--- config.mk ---
export PLATFORM = sky130hd
export DESIGN_NAME = rmii_rx_deframer_flat
export DESIGN_NICKNAME = d
export VERILOG_FILES = /design/src/rtl/rmii_rx_deframer_pkg.sv /design/src/rtl/rmii_rx_deframer_if.sv /design/src/rtl/rmii_rx_deframer_crc32_dibit.sv /design/src/rtl/rmii_rx_deframer.sv /design/src/flat_wrapper.sv
export SDC_FILE = /design/constraint.sdc
export NUM_CORES = 1
export LEC_CHECK = 0
export ABC_CLOCK_PERIOD_IN_PS = 1900
export CORE_ASPECT_RATIO = 1.1
export CORE_MARGIN = 5
export CORE_UTILIZATION = 40
export CTS_BUF_LIST = sky130_fd_sc_hd__clkbuf_4 sky130_fd_sc_hd__clkbuf_8
export CTS_CLUSTER_DIAMETER = 50
export CTS_CLUSTER_SIZE = 25
export DETAILED_ROUTE_END_ITERATION = 8
export PLACE_DENSITY_LB_ADDON = 0.08
export SLEW_MARGIN = 15
export SYNTH_ARGS = -nofsm -noshare
export SYNTH_HDL_FRONTEND = slang
export SYNTH_SLANG_ARGS = --single-unit
--- constraint.sdc ---
create_clock -name i_clock -period 1.9 [get_ports i_clock]
set_clock_uncertainty 0.15 [all_clocks]
set_input_delay 0.57 -clock i_clock [delete_from_list [all_inputs] [get_ports i_clock]]
set_output_delay 0.57 -clock i_clock [all_outputs]
set_load 0.005 [all_outputs]
--- src/rtl/rmii_rx_deframer_pkg.sv ---
// rmii_rx_deframer shared definitions: FSM states, RMII framing dibits and
// CRC-32 constants (register kept in wire-order/normal orientation).
package rmii_rx_deframer_pkg;

    typedef enum logic [2:0] {
        RX_IDLE = 3'd0,
        RX_PRE  = 3'd1,
        RX_DATA = 3'd2,
        RX_END  = 3'd3,
        RX_DROP = 3'd4
    } rx_state_t;

    localparam logic [1:0] PRE_DIBIT = 2'b01;
    localparam logic [1:0] SFD_DIBIT = 2'b11;

    localparam logic [31:0] CRC_POLY    = 32'h04C1_1DB7;
    localparam logic [31:0] CRC_INIT    = 32'hFFFF_FFFF;
    localparam logic [31:0] CRC_RESIDUE = 32'hC704_DD7B;

endpackage

--- src/rtl/rmii_rx_deframer_if.sv ---
// rmii_rx_deframer_if: RMII receive pins plus the deframed byte stream.
// master = PHY/consumer side, slave = deframer side.
interface rmii_rx_deframer_if #(
    parameter int CNT_W = 11
);
    logic             i_crs_dv;
    logic [1:0]       i_rxd;
    logic [7:0]       o_data;
    logic             o_byte_valid;
    logic             o_sof;
    logic             o_eof;
    logic             o_frame_err;
    logic             o_crc_err;
    logic [CNT_W-1:0] o_byte_count;

    modport master (
        output i_crs_dv, i_rxd,
        input  o_data, o_byte_valid, o_sof, o_eof,
        input  o_frame_err, o_crc_err, o_byte_count
    );

    modport slave (
        input  i_crs_dv, i_rxd,
        output o_data, o_byte_valid, o_sof, o_eof,
        output o_frame_err, o_crc_err, o_byte_count
    );
endinterface

--- src/rtl/rmii_rx_deframer_crc32_dibit.sv ---
// Combinational CRC-32 advance by one RMII dibit (bit 0 first on the wire).
// Only built when RMII_RX_CRC_CHECK_EN is defined.
`ifdef RMII_RX_CRC_CHECK_EN
module rmii_rx_deframer_crc32_dibit
    import rmii_rx_deframer_pkg::*;
(
    input  logic [31:0] crc,
    input  logic [1:0]  dibit,
    output logic [31:0] crc_next
);
    logic [31:0] mid;

    always_comb begin
        mid      = {crc[30:0], 1'b0}
                 ^ ((crc[31] ^ dibit[0]) ? CRC_POLY : 32'h0);
        crc_next = {mid[30:0], 1'b0}
                 ^ ((mid[31] ^ dibit[1]) ? CRC_POLY : 32'h0);
    end
endmodule
`endif

--- src/rtl/rmii_rx_deframer.sv ---
// rmii_rx_deframer: RMII receive deframer (preamble/SFD strip, byte assembly).
// Define RMII_RX_CRC_CHECK_EN to enable FCS residue checking on o_crc_err.
module rmii_rx_deframer
    import rmii_rx_deframer_pkg::*;
#(
    parameter int MIN_PREAMBLE = 8,
    parameter int MAX_BYTES    = 1522,
    parameter int CNT_W        = 11
) (
    input logic               i_clock,
    input logic               i_reset,
    rmii_rx_deframer_if.slave bus
);
    localparam logic [4:0]       MIN_PRE = 5'(MIN_PREAMBLE);
    localparam logic [CNT_W-1:0] MAX_CNT = CNT_W'(MAX_BYTES);

    logic             crs_q;
    logic [1:0]       rxd_q;
    rx_state_t        state, state_d;
    logic [4:0]       pre_cnt, pre_cnt_d;
    logic [1:0]       dib_idx, dib_idx_d;
    logic [5:0]       shreg, shreg_d;
    logic [CNT_W-1:0] byte_cnt, byte_cnt_d;
    logic [7:0]       data_q, data_d;
    logic             valid_q, valid_d;
    logic             sof_q, sof_d;
    logic             eof_q, eof_d;
    logic             ferr_q, ferr_d;
    logic             cerr_q, cerr_d;
    logic             crc_bad;

`ifdef RMII_RX_CRC_CHECK_EN
    logic [31:0] crc, crc_d, crc_next;

    rmii_rx_deframer_crc32_dibit u_crc32_dibit (
        .crc      (crc),
        .dibit    (rxd_q),
        .crc_next (crc_next)
    );

    assign crc_bad = (crc != CRC_RESIDUE);

    always_ff @(posedge i_clock) begin
        if (!i_reset) crc <= CRC_INIT;
        else          crc <= crc_d;
    end
`else
    assign crc_bad = 1'b0;
`endif

    always_comb begin
        state_d    = state;
        pre_cnt_d  = pre_cnt;
        dib_idx_d  = dib_idx;
        shreg_d    = shreg;
        byte_cnt_d = byte_cnt;
        data_d     = data_q;
        valid_d    = 1'b0;
        sof_d      = 1'b0;
        eof_d      = 1'b0;
        ferr_d     = 1'b0;
        cerr_d     = 1'b0;
`ifdef RMII_RX_CRC_CHECK_EN
        crc_d      = crc;
`endif
        unique case (state)
            RX_IDLE, RX_END: begin
                // END also acts as IDLE so a 1-cycle gap loses no dibit
                if (state == RX_END) begin
                    eof_d  = 1'b1;
                    ferr_d = (dib_idx != 2'd0) || (byte_cnt == '0);
                    cerr_d = !ferr_d && crc_bad;
                end
                state_d = RX_IDLE;
                if (crs_q) begin
                    if (rxd_q == PRE_DIBIT) begin
                        state_d   = RX_PRE;
                        pre_cnt_d = 5'd1;
                    end else begin
                        state_d = RX_DROP;
                    end
                end
            end
            RX_PRE: begin
                if (!crs_q) begin
                    state_d = RX_IDLE;
                end else if (rxd_q == PRE_DIBIT) begin
                    if (pre_cnt != 5'd31) pre_cnt_d = pre_cnt + 5'd1;
                end else if (rxd_q == SFD_DIBIT && pre_cnt >= MIN_PRE) begin
                    state_d    = RX_DATA;
                    dib_idx_d  = 2'd0;
                    byte_cnt_d = '0;
`ifdef RMII_RX_CRC_CHECK_EN
                    crc_d      = CRC_INIT;
`endif
                end else begin
                    state_d = RX_DROP;
                end
            end
            RX_DATA: begin
                if (!crs_q) begin
                    state_d = RX_END;
                end else begin
                    shreg_d   = {rxd_q, shreg[5:2]};
                    dib_idx_d = dib_idx + 2'd1;
`ifdef RMII_RX_CRC_CHECK_EN
                    crc_d     = crc_next;
`endif
                    if (dib_idx == 2'd3) begin
                        if (byte_cnt == MAX_CNT) begin
                            eof_d   = 1'b1;
                            ferr_d  = 1'b1;
                            state_d = RX_DROP;
                        end else begin
                            data_d     = {rxd_q, shreg};
                            valid_d    = 1'b1;
                            sof_d      = (byte_cnt == '0);
                            byte_cnt_d = byte_cnt + CNT_W'(1);
                        end
                    end
                end
            end
            RX_DROP: begin
                if (!crs_q) state_d = RX_IDLE;
            end
            default: state_d = RX_IDLE;
        endcase
    end

    always_ff @(posedge i_clock) begin
        if (!i_reset) begin
            crs_q    <= 1'b0;
            rxd_q    <= 2'b00;
            state    <= RX_IDLE;
            pre_cnt  <= 5'd0;
            dib_idx  <= 2'd0;
            shreg    <= 6'd0;
            byte_cnt <= '0;
            data_q   <= 8'd0;
            valid_q  <= 1'b0;
            sof_q    <= 1'b0;
            eof_q    <= 1'b0;
            ferr_q   <= 1'b0;
            cerr_q   <= 1'b0;
        end else begin
            crs_q    <= bus.i_crs_dv;
            rxd_q    <= bus.i_rxd;
            state    <= state_d;
            pre_cnt  <= pre_cnt_d;
            dib_idx  <= dib_idx_d;
            shreg    <= shreg_d;
            byte_cnt <= byte_cnt_d;
            data_q   <= data_d;
            valid_q  <= valid_d;
            sof_q    <= sof_d;
            eof_q    <= eof_d;
            ferr_q   <= ferr_d;
            cerr_q   <= cerr_d;
        end
    end

    assign bus.o_data       = data_q;
    assign bus.o_byte_valid = valid_q;
    assign bus.o_sof        = sof_q;
    assign bus.o_eof        = eof_q;
    assign bus.o_frame_err  = ferr_q;
    assign bus.o_crc_err    = cerr_q;
    assign bus.o_byte_count = byte_cnt;

endmodule

--- src/flat_wrapper.sv ---
// flat-port wrapper written by rule: the top's interface ports become plain ports
module rmii_rx_deframer_flat import rmii_rx_deframer_pkg::*;
#(
    parameter int MIN_PREAMBLE = 8,
    parameter int MAX_BYTES    = 1522,
    parameter int CNT_W        = 11
)
  (i_clock, i_reset, bus_i_crs_dv, bus_i_rxd, bus_o_data, bus_o_byte_valid, bus_o_sof, bus_o_eof, bus_o_frame_err, bus_o_crc_err, bus_o_byte_count);
  rmii_rx_deframer_if #(.CNT_W(CNT_W)) bus_i ();
  input logic i_clock;
  input logic i_reset;
  input wire logic [$bits(bus_i.i_crs_dv)-1:0] bus_i_crs_dv;
  input wire logic [$bits(bus_i.i_rxd)-1:0] bus_i_rxd;
  output wire logic [$bits(bus_i.o_data)-1:0] bus_o_data;
  output wire logic [$bits(bus_i.o_byte_valid)-1:0] bus_o_byte_valid;
  output wire logic [$bits(bus_i.o_sof)-1:0] bus_o_sof;
  output wire logic [$bits(bus_i.o_eof)-1:0] bus_o_eof;
  output wire logic [$bits(bus_i.o_frame_err)-1:0] bus_o_frame_err;
  output wire logic [$bits(bus_i.o_crc_err)-1:0] bus_o_crc_err;
  output wire logic [$bits(bus_i.o_byte_count)-1:0] bus_o_byte_count;
  assign bus_i.i_crs_dv = bus_i_crs_dv;
  assign bus_i.i_rxd = bus_i_rxd;
  assign bus_o_data = bus_i.o_data;
  assign bus_o_byte_valid = bus_i.o_byte_valid;
  assign bus_o_sof = bus_i.o_sof;
  assign bus_o_eof = bus_i.o_eof;
  assign bus_o_frame_err = bus_i.o_frame_err;
  assign bus_o_crc_err = bus_i.o_crc_err;
  assign bus_o_byte_count = bus_i.o_byte_count;
  rmii_rx_deframer #(.MIN_PREAMBLE(MIN_PREAMBLE), .MAX_BYTES(MAX_BYTES), .CNT_W(CNT_W)) u_core (.i_clock(i_clock), .i_reset(i_reset), .bus(bus_i));
endmodule
; After elaboration in Yosys (flattened, before gate mapping)
; Cells that the tools add are included.
[op_classes]
add_sub_neg = 3
n_reduce_logical = 16
order_cmp = 1
n_eq_ne = 23
n_bitwise = 5
muxes = 36
[ops]
columns = op, count
row1 = $mux W11, 6
row2 = $mux W3, 9
row3 = $mux W5, 5
row4 = $pmux W11 S2, 1
row5 = $ne A2 B1 Y1 const B, 8
row6 = $pmux W3 S4, 1
row7 = $reduce_and A4 Y1, 3
row8 = $add A11 B1 Y11 const B, 1
row9 = $eq A11 B11 Y1 const B, 1
row10 = $logic_not A11 Y1, 1
row11 = $pmux W5 S2, 1
row12 = $ne A3 B3 Y1 const B, 3
row13 = $mux W2, 4
row14 = $reduce_and A7 Y1, 1
row15 = $eq A3 B2 Y1 const B, 2
row16 = $mux W1, 6
row17 = $ne A2 B2 Y1 const B, 3
row18 = $reduce_and A6 Y1, 1
row19 = $reduce_bool A2 Y1, 3
row20 = $add A5 B1 Y5 const B, 1
row21 = $ge A5 B4 Y1 const B, 1
row22 = $ne A5 B5 Y1 const B, 1
row23 = $not A1 Y1, 5
row24 = $reduce_and A5 Y1, 1
row25 = 13 further kinds, 15
[totals]
input_bits = 5
output_inout_bits = 24
register_bits = 42

; Depth between registers and ports, before layout
; Gate-level depths: netlist of run 1.
[logic_depth]
word_depth = 6
ltp_mapped = 8
depth_no_buf = 7

; Worst setup path before layout of run 1
; OpenSTA, ideal clock, no wires.
[synth_path]
path_type = register -> register
start = register u_core.byte_cnt[0] (netlist: u_core.bus.o_byte_count[0])
end = register u_core.byte_cnt[6] (netlist: u_core.bus.o_byte_count[6])
slack_ns = 0.066
setup_ns = 0.070
t_arrival_ns = 1.614
stages_incl_launch_ff = 7
required_ns = 1.680
cell_sequence = dfxtp_1 > inv_1 > ha_1 > and2_1 > and4_4 > or4_1 > a21oi_1
[synth_between]
elab_chain_len = 5
[synth_rtl]
columns = item, line
row1 = start: declaration, rmii_rx_deframer.sv:23  ; logic [CNT_W-1:0] byte_cnt, byte_cnt_d;
row2 = start signal: assignment, rmii_rx_deframer.sv:152  ; byte_cnt <= byte_cnt_d;
row3 = $add A11 B1 Y11, rmii_rx_deframer.sv:118  ; byte_cnt_d = byte_cnt + CNT_W'(1);
row4 = $mux W11, rmii_rx_deframer.sv:110  ; if (byte_cnt == MAX_CNT) begin
row5 = $mux W11, rmii_rx_deframer.sv:109  ; if (dib_idx == 2'd3) begin
row6 = $mux W11, rmii_rx_deframer.sv:101  ; if (!crs_q) begin
row7 = $pmux W11 S2, rmii_rx_deframer.sv:66  ; unique case (state)
; Several ways; a longest one is shown, not always the timed one. The select of a mux whose other input is x is not followed.
; A chain may end at the register's enable or synchronous reset.

; Final worst setup path of run 1
[layout_path]
start = register u_core.byte_cnt[1] (netlist: u_core.bus.o_byte_count[1])
end = register u_core.byte_cnt[2] (netlist: u_core.bus.o_byte_count[2])
; The elaborated chain is that of the path after synthesis.

==> results of run 1 <==
## what timing repair did
action / in CTS / in global routing
endpoints found under the setup margin: 10 / 13
gates resized for setup: 17 / 16
setup buffers: 2 / 3
pin swaps: 1 / 2
## layout make-up
| type | instances | share of cell area, % |
|---|---|---|
| sequential | 42 | 33.02 |
| inverter | 11 | 1.557 |
| clock buffer | 6 | 2.877 |
| timing repair buffer | 52 | 17.83 |
| clock inverter | 2 | 1.415 |
| multi-input combinational | 160 | 40.57 |
| tap | 58 | 2.736 |
## through the flow
| stage | instance area [sq um] | hold WS, ns | power [mW] | utilization [%] | std cells |
|---|---|---|---|---|---|
| 6_report | 2653 | 0.3241 | 1.645 | 53.41 | 331 |
| 5_1_grt | 2653 | 0.3565 | 1.729 | 53.41 | 331 |
| 4_1_cts | 2590 | 0.3299 | 1.680 | 52.15 | 328 |
| 3_5_place_dp | 2441 | 0.3171 | 0.9677 | 49.16 | 318 |
| 3_3_place_gp | 2441 | 0.3175 | 0.9681 | 49.16 | 318 |
| 2_1_floorplan | 2033 | 0.2931 | 0.9415 | - | 225 |
## logic make-up after synthesis
| kind of cell | after synthesis |
|---|---|
| muxes | 10 |
| and+or+nand+nor | 88 |
| xor gates and xnor gates | 3 |
| DFF | 42 |
| buffers and inverters | 23 |
| adders and majority gates | 8 |
| AOI/OAI and AO/OA | 50 |
| other | 1 |
## state kept, by name (all words and copies together) (netlist names)
register                 flops
u_core.bus.o_byte_count     11
u_core.bus.o_byte_valid      1
u_core.bus.o_data            8
u_core.bus.o_eof             1
u_core.bus.o_frame_err       1
u_core.bus.o_sof             1
u_core.crs_q                 1
u_core.dib_idx               2
u_core.pre_cnt               5
u_core.rxd_q                 2
u_core.shreg                 6
u_core.state                 3
## synthesized netlist by cell type, types with 3 or more instances
cell type | n | share of area [%]
sky130_fd_sc_hd__a21oi_1 | 18 | 4.4
sky130_fd_sc_hd__and2_1 | 5 | 1.5
sky130_fd_sc_hd__and3_1 | 3 | 0.92
sky130_fd_sc_hd__and4_1 | 3 | 1.3
sky130_fd_sc_hd__buf_6 | 4 | 2.2
sky130_fd_sc_hd__clkbuf_1 | 4 | 0.74
sky130_fd_sc_hd__dfxtp_1 | 42 | 41
sky130_fd_sc_hd__ha_1 | 8 | 4.9
sky130_fd_sc_hd__inv_1 | 11 | 2.0
sky130_fd_sc_hd__mux2i_1 | 10 | 4.9
sky130_fd_sc_hd__nand2_1 | 10 | 1.8
sky130_fd_sc_hd__nand2b_1 | 3 | 0.92
sky130_fd_sc_hd__nand3_1 | 18 | 4.4
sky130_fd_sc_hd__nand4_1 | 6 | 1.8
sky130_fd_sc_hd__nor2_1 | 16 | 3.0
sky130_fd_sc_hd__nor3_1 | 4 | 0.98
sky130_fd_sc_hd__o211ai_1 | 5 | 1.8
sky130_fd_sc_hd__o21ai_0 | 12 | 3.0
sky130_fd_sc_hd__o31ai_1 | 3 | 1.1
sky130_fd_sc_hd__or3_1 | 3 | 0.92
sky130_fd_sc_hd__or4_1 | 6 | 2.2
sky130_fd_sc_hd__xor2_1 | 3 | 1.3
## per-layer routing
metal | vias to the layer above | global-route usage [%] | wire (um)
met5 | - | 0 | 0
met4 | 0 | 3.994 | 42
met3 | 4 | 4.721 | 243
met2 | 33 | 23.99 | 2259
met1 | 836 | 20.18 | 2246
li1 | 910 | - | -
## report_power, final
group,internal [mW],switching [mW]
registers,0.873,0.00813
clock network,0.406,0.303
logic,0.0258,0.0281
## tightest hold or removal path, cell delays in order (launching register included)
cell and delay, ns:
sky130_fd_sc_hd__dfxtp_1 0.31, sky130_fd_sc_hd__nand3_1 0.06, sky130_fd_sc_hd__a21oi_1 0.05
## cell usage in the layout, fill, tap and decap left out, drive strengths merged, types with 2 or more instances in the layout
| cell | n |
|---|---|
| nor3 | 4 |
| o211ai | 5 |
| nand3 | 19 |
| a21oi | 18 |
| or3 | 3 |
| clkbuf | 6 |
| mux2i | 10 |
| o31ai | 3 |
| or4 | 6 |
| a31o | 2 |
| dlymetal6s2s | 6 |
| nand4 | 6 |
| clkdlybuf4s50 | 18 |
| ha | 8 |
| and3 | 3 |
| nand2 | 10 |
| nand2b | 3 |
| nand3b | 2 |
| dfxtp | 42 |
| o21a | 2 |
| nor2 | 16 |
| dlygate4sd2 | 3 |
| nor4 | 2 |
| xor2 | 3 |
| and4bb | 2 |
| and4 | 4 |
| and2 | 5 |
| inv | 11 |
| o31a | 2 |
| o21ai | 12 |
| buf | 25 |
## final timing paths
check | from | end | slack (ns) | depth (start not counted)
min | u_core.shreg[1]$_SDFFE_PN0P_ | u_core.bus.o_data[1]$_SDFFE_PN0P_ | 0.32 | 2
max | u_core.bus.o_byte_count[1]$_SDFFE_PN0P_ | u_core.bus.o_byte_count[2]$_SDFFE_PN0P_ | 0.05 | 6
max reg2reg | u_core.bus.o_byte_count[1]$_SDFFE_PN0P_ | u_core.bus.o_byte_count[2]$_SDFFE_PN0P_ | 0.05 | 6
min reg2reg | u_core.shreg[1]$_SDFFE_PN0P_ | u_core.bus.o_data[1]$_SDFFE_PN0P_ | 0.32 | 2
==> flow_summary_export.csv, run 1 <==
group,metric,value,unit
logic_synthesis,post_synth.cell_area_avg,9.036,sq um
sta,setup_viol,0,
finish,layout_net_count,285,
clocking,inserted_clock_buffers,5,
place,post-dp-hpwl,3.476,mm
setup_path,required,1.97,ns
setup_path,cp_slowest_stage_delay,0.47,ns
route,drc_violation_count_after_routing,0,
logic_synthesis,synth_adder_area_share,4.923,%
setup_path,worst-endpoint-arrival,1.91,ns
route,drt.antenna.violating_nets,0,
finish,antenna_diode_count,0,
logic_synthesis,synth_warnings,0,
clocking,cts-root-buf,"sky130_fd_sc_hd__clkbuf_8",
global_route,track_usage,15.24,%
sta,fin_ws,0.05194,ns
power_and_ir_drop,worst_ir_drop_vdd,419.7,uV
setup_path,critPathSlowestCell,"sky130_fd_sc_hd__or4_1",
setup_path,critPathTopFamily,"simple AND/OR/NAND/NOR gates",
finish,layout-drive-gt1-share,20.15,%
sta,final_min_period_over_clock_period,97.27,%
sta,maxClockFrequency,541.1,MHz
logic_synthesis,number_of_flops_mapped_to_enable_cells_by_yosys,0,
floorplan,num_io_pins,29,
power_and_ir_drop,power.density_cell_area,620.1,mW/mm^2
setup_path,setup.worst_path.start_class,"flop",
logic_synthesis,synth_xor_xnor_area_share,1.292,%
clocking,clk_path_buf_depth,2,
route,vias_per_cell,5.387,
logic_synthesis,synth_seq_cells,42,
clocking,cts.sink_count,42,
floorplan,initial_util,40.94,%
logic_synthesis,synth_simple_gate_area_share,25.54,%
floorplan,placement_rows,27,
power_and_ir_drop,static-leakage-power,1.114,nW
logic_synthesis,syn-cell-area,0.002033,sq mm
place,dpl_worst_slack,-0.2173,ns
finish,multi_input_area,0.001076,sq mm
logic_synthesis,synth_top_family_by_area,"simple AND/OR/NAND/NOR gates",
setup_path,critical_path.n_buffers_inverters,1,
global_route,wire_length_of_the_first_global_routing_pass,8.231,mm
place,port_buffers,27,
finish,layout.filler_cells,455,
logic_synthesis,ys.flop_type,"sky130_fd_sc_hd__dfxtp_1",
finish,area_delta_synth_final,30.46,%
min_path,hold_class,"reg2reg",
clocking,hold_buffer_count_at_cts,0,
clocking,clk_pin_slew_worst_paths,0.08,ns
route,postRouteWirelength,4.792,mm
route,detailedRoute.firstPassIterationCount,4,
global_route,grt-ovfl-total,0,
global_route,grt_max_degree,23,
sta,min_period,1.848,ns
clocking,cts_tree,"built",
floorplan,die-area,0.006610,sq mm
route,first_iter_violations,78,
sta,timing.final.max_slew_violations,0,
floorplan,floorplan.die.width,77.98,um
logic_synthesis,synth_async_sr_flop_share,0,%
floorplan,die-height,84.78,um
setup_path,kind_of_critical_path,"reg2reg",
floorplan,core,0.004966,sq mm
logic_synthesis,synth.net_count,238,
clocking,htree_levels,2,
global_route,grt_antenna_before_repair,0,
route,post_drt_wl_per_cell,14.48,um
logic_synthesis,post_synth_inst_count,225,
setup_path,critical_path.endpoint_type,"flop",
finish,ff_latch_area,875.8,sq um
sta,fin_setup_tns,0,ns
place,gp_routability_congestion,0.8556,
setup_path,critical_path.max_fanout,8,
logic_synthesis,netlist-cell-type-count,44,
clocking,worstSkewPairLatency,0.29,ns
logic_synthesis,sequential_element_share_of_the_synthesized_area,41.35,%
logic_synthesis,complex_gate_fraction_of_the_synthesized_area,15.57,%
setup_path,cp_cell_sequence,"buf_4, ha_1, and2_4, and4_4, or4_1, a21oi_1",
flow_run,max_cap_viol_count,0,
route,route.vias.total,1783,
status,status,"finished, final reports clean",
global_route,grt_pass1_vias,1724,
sta,finalHoldViolations,0,
logic_synthesis,yosys-mux-area-fraction,4.923,%
Power figures use the tool's default switching activity.
==> run 2: changes to the inputs <==
--- a/config.mk
+++ b/config.mk
@@ -13,7 +13,7 @@
 export CTS_CLUSTER_DIAMETER = 50
 export CTS_CLUSTER_SIZE = 25
 export DETAILED_ROUTE_END_ITERATION = 8
-export PLACE_DENSITY_LB_ADDON = 0.08
+export PLACE_DENSITY_LB_ADDON = 0.1
 export SLEW_MARGIN = 15
 export SYNTH_ARGS = -nofsm -noshare
 export SYNTH_HDL_FRONTEND = slang
==> flow_summary_export.csv, run 2 (synthesis results as in run 1) <==
group,metric,value,unit
setup_path,critPathSlowestCell,"sky130_fd_sc_hd__clkdlybuf4s50_1",
place,post-place-cells,320,
finish,finalInstanceArea,0.002619,sq mm
sta,setup_viol,0,
setup_path,worst-endpoint-arrival,1.15,ns
power_and_ir_drop,internal_power,1.180,mW
global_route,wire_length_of_the_first_global_routing_pass,8.190,mm
place,gp_routability_congestion,0.8010,
power_and_ir_drop,power.density_cell_area,578.3,mW/mm^2
sta,maxClockFrequency,534.5,MHz
power_and_ir_drop,power.share.sequential,58.3,%
finish,antenna_diode_count,0,
route,detailedRoute.firstPassIterationCount,4,
setup_path,kind_of_critical_path,"reg2out",
floorplan,floorplan.die.width,77.98,um
power_and_ir_drop,power.switching_fraction,22.09,%
finish,multi_input_area,0.001085,sq mm
finish,layout-drive-gt1-share,18.38,%
route,vias_per_cell,5.518,
sta,finalHoldWorstSlack,0.3183,ns
global_route,grt_max_degree,23,
setup_path,critical_path.n_buffers_inverters,1,
global_route,grt_antenna_before_repair,0,
route,post_drt_wl_per_cell,14.38,um
floorplan,num_io_pins,29,
route,first_iter_violations,58,
finish,finish.cell_count_without_fillers,330,
route,drc_violation_count_after_routing,0,
clocking,clk_pin_slew_worst_paths,0.08,ns
place,port_buffers,27,
clocking,cts_tree,"built",
floorplan,initial_util,40.94,%
clocking,clk_path_buf_depth,2,
clocking,htree_levels,2,
floorplan,die-height,84.78,um
floorplan,die-area,0.006610,sq mm
sta,fin_ws,0.02913,ns
global_route,grt-ovfl-total,0,
finish,layout_commonest_cell,"sky130_fd_sc_hd__dfxtp_1",
finish,area_delta_synth_final,28.80,%
finish,largest_reg_flops,11,
power_and_ir_drop,tot_pwr,1.514,mW
setup_path,cp_slowest_stage_delay,0.50,ns
floorplan,placement_rows,27,
place,dpl_worst_slack,-0.1979,ns
power_and_ir_drop,switching_component_of_the_power,0.3346,mW
global_route,grt_pass1_vias,1797,
power_and_ir_drop,clock_power_share,37.8,%
sta,timing.final.max_slew_violations,0,
clocking,hold_buffer_count_at_cts,0,
clocking,worstSkewPairLatency,0.29,ns
sta,final_min_period_over_clock_period,98.47,%
power_and_ir_drop,worst_ir_drop_vdd,493.8,uV
setup_path,critical_path.endpoint_type,"output port",
floorplan,core,0.004966,sq mm
clocking,cts-root-buf,"sky130_fd_sc_hd__clkbuf_8",
place,placed_area,0.002469,sq mm
setup_path,required,1.18,ns
finish,ff_latch_area,867.1,sq um
flow_run,max_cap_viol_count,0,
route,drt.antenna.violating_nets,0,
route,postRouteWirelength,4.747,mm
setup_path,setup.worst_path.start_class,"flop",
setup_path,critPathTopFamily,"buffers and inverters",
place,post-dp-hpwl,3.451,mm
clocking,inserted_clock_buffers,5,
status,status,"finished, final reports clean",
finish,layout_net_count,284,
route,route.vias.total,1821,
setup_path,critical_path.max_fanout,5,
power_and_ir_drop,static-leakage-power,1.057,nW
power_and_ir_drop,combinationalPowerShare,3.9,%
finish,layout.cells.most_common_list,"33 x sky130_fd_sc_hd__dfxtp_1, 22 x sky130_fd_sc_hd__buf_4, 21 x sky130_fd_sc_hd__clkdlybuf4s50_1, 18 x sky130_fd_sc_hd__nand3_1, 17 x sky130_fd_sc_hd__a21oi_1",
sta,min_period,1.871,ns
global_route,track_usage,14.82,%
finish,layout.filler_cells,496,
sta,finalHoldViolations,0,
clocking,cts.sink_count,42,
min_path,hold_class,"reg2reg",
setup_path,cp_cell_sequence,"clkdlybuf4s50_1",
## run 2: changes by cell type in the layout (fill, tap and decap cells not counted), moves of 2 or more
cell / delta
sky130_fd_sc_hd__dfxtp_4: -2
sky130_fd_sc_hd__clkdlybuf4s50_1: +3
sky130_fd_sc_hd__dfxtp_1: +3
sky130_fd_sc_hd__buf_4: -2
sky130_fd_sc_hd__dlymetal6s2s_1: -2
## run 2: path summary, 6_finish.rpt
| check | endpoint | startpoint | slack (ns) | depth (start not counted) |
|---|---|---|---|---|
| setup / recovery | bus_o_byte_count[9] | u_core.bus.o_byte_count[9]$_SDFFE_PN0P_ | 0.03 | 1 |
| hold reg to reg | u_core.bus.o_data[1]$_SDFFE_PN0P_ | u_core.shreg[1]$_SDFFE_PN0P_ | 0.32 | 2 |
| setup reg to reg | u_core.bus.o_byte_count[6]$_SDFFE_PN0P_ | u_core.bus.o_byte_count[0]$_SDFFE_PN0P_ | 0.09 | 6 |
| hold / removal | u_core.bus.o_data[1]$_SDFFE_PN0P_ | u_core.shreg[1]$_SDFFE_PN0P_ | 0.32 | 2 |
## run 2: per-stage QoR
step / TNS [ns] / utilization (%)
final: 0 / 52.73
after detailed placement: -0.7844 / 49.71
after global placement: -0.6818 / 49.71
after global routing: -0.002964 / 52.73
after floorplan: 0 / -
after CTS: 0 / 52.03
## run 2: power by group through the flow
stage,Combinational (mW),Sequential [mW],Clock [mW]
floorplan,0.0305,0.911,0
global placement,0.0603,0.912,0
detailed placement,0.0602,0.912,0
CTS,0.0604,0.885,0.600
global route,0.0664,0.884,0.628
finish,0.0596,0.882,0.572
## run 2: layout make-up
cell class	count	area share, %
repair buffers	50	17.68
clock inverters	2	0.5256
flip-flops and latches	42	33.11
well taps	58	2.771
clock buffers	6	2.914
inverters	11	1.577
multi-input cells	161	41.42
## run 2: repair_timing
action,CTS,global route
gates cloned,0,1
buffers inserted,1,0
endpoints found under the setup margin,10,17
resized for setup,14,9
pin swaps,0,2
## run 2: metal layers
| metal | share of wire, % | track usage, % | up-vias |
|---|---|---|---|
| met5 | 0 | 0 | - |
| met4 | 1.5 | 4.916 | 0 |
| met3 | 4.6 | 3.219 | 6 |
| met2 | 50 | 25.44 | 41 |
| met1 | 44 | 18.22 | 864 |
| li1 | - | - | 910 |
==> run 3: changes to the inputs <==
--- a/config.mk
+++ b/config.mk
@@ -14,7 +14,6 @@
 export CTS_CLUSTER_SIZE = 25
 export DETAILED_ROUTE_END_ITERATION = 8
 export PLACE_DENSITY_LB_ADDON = 0.1
-export SLEW_MARGIN = 15
 export SYNTH_ARGS = -nofsm -noshare
 export SYNTH_HDL_FRONTEND = slang
 export SYNTH_SLANG_ARGS = --single-unit
==> results of run 3 <==
No change in the layout: final DEF, timing and power equal those of run 2.
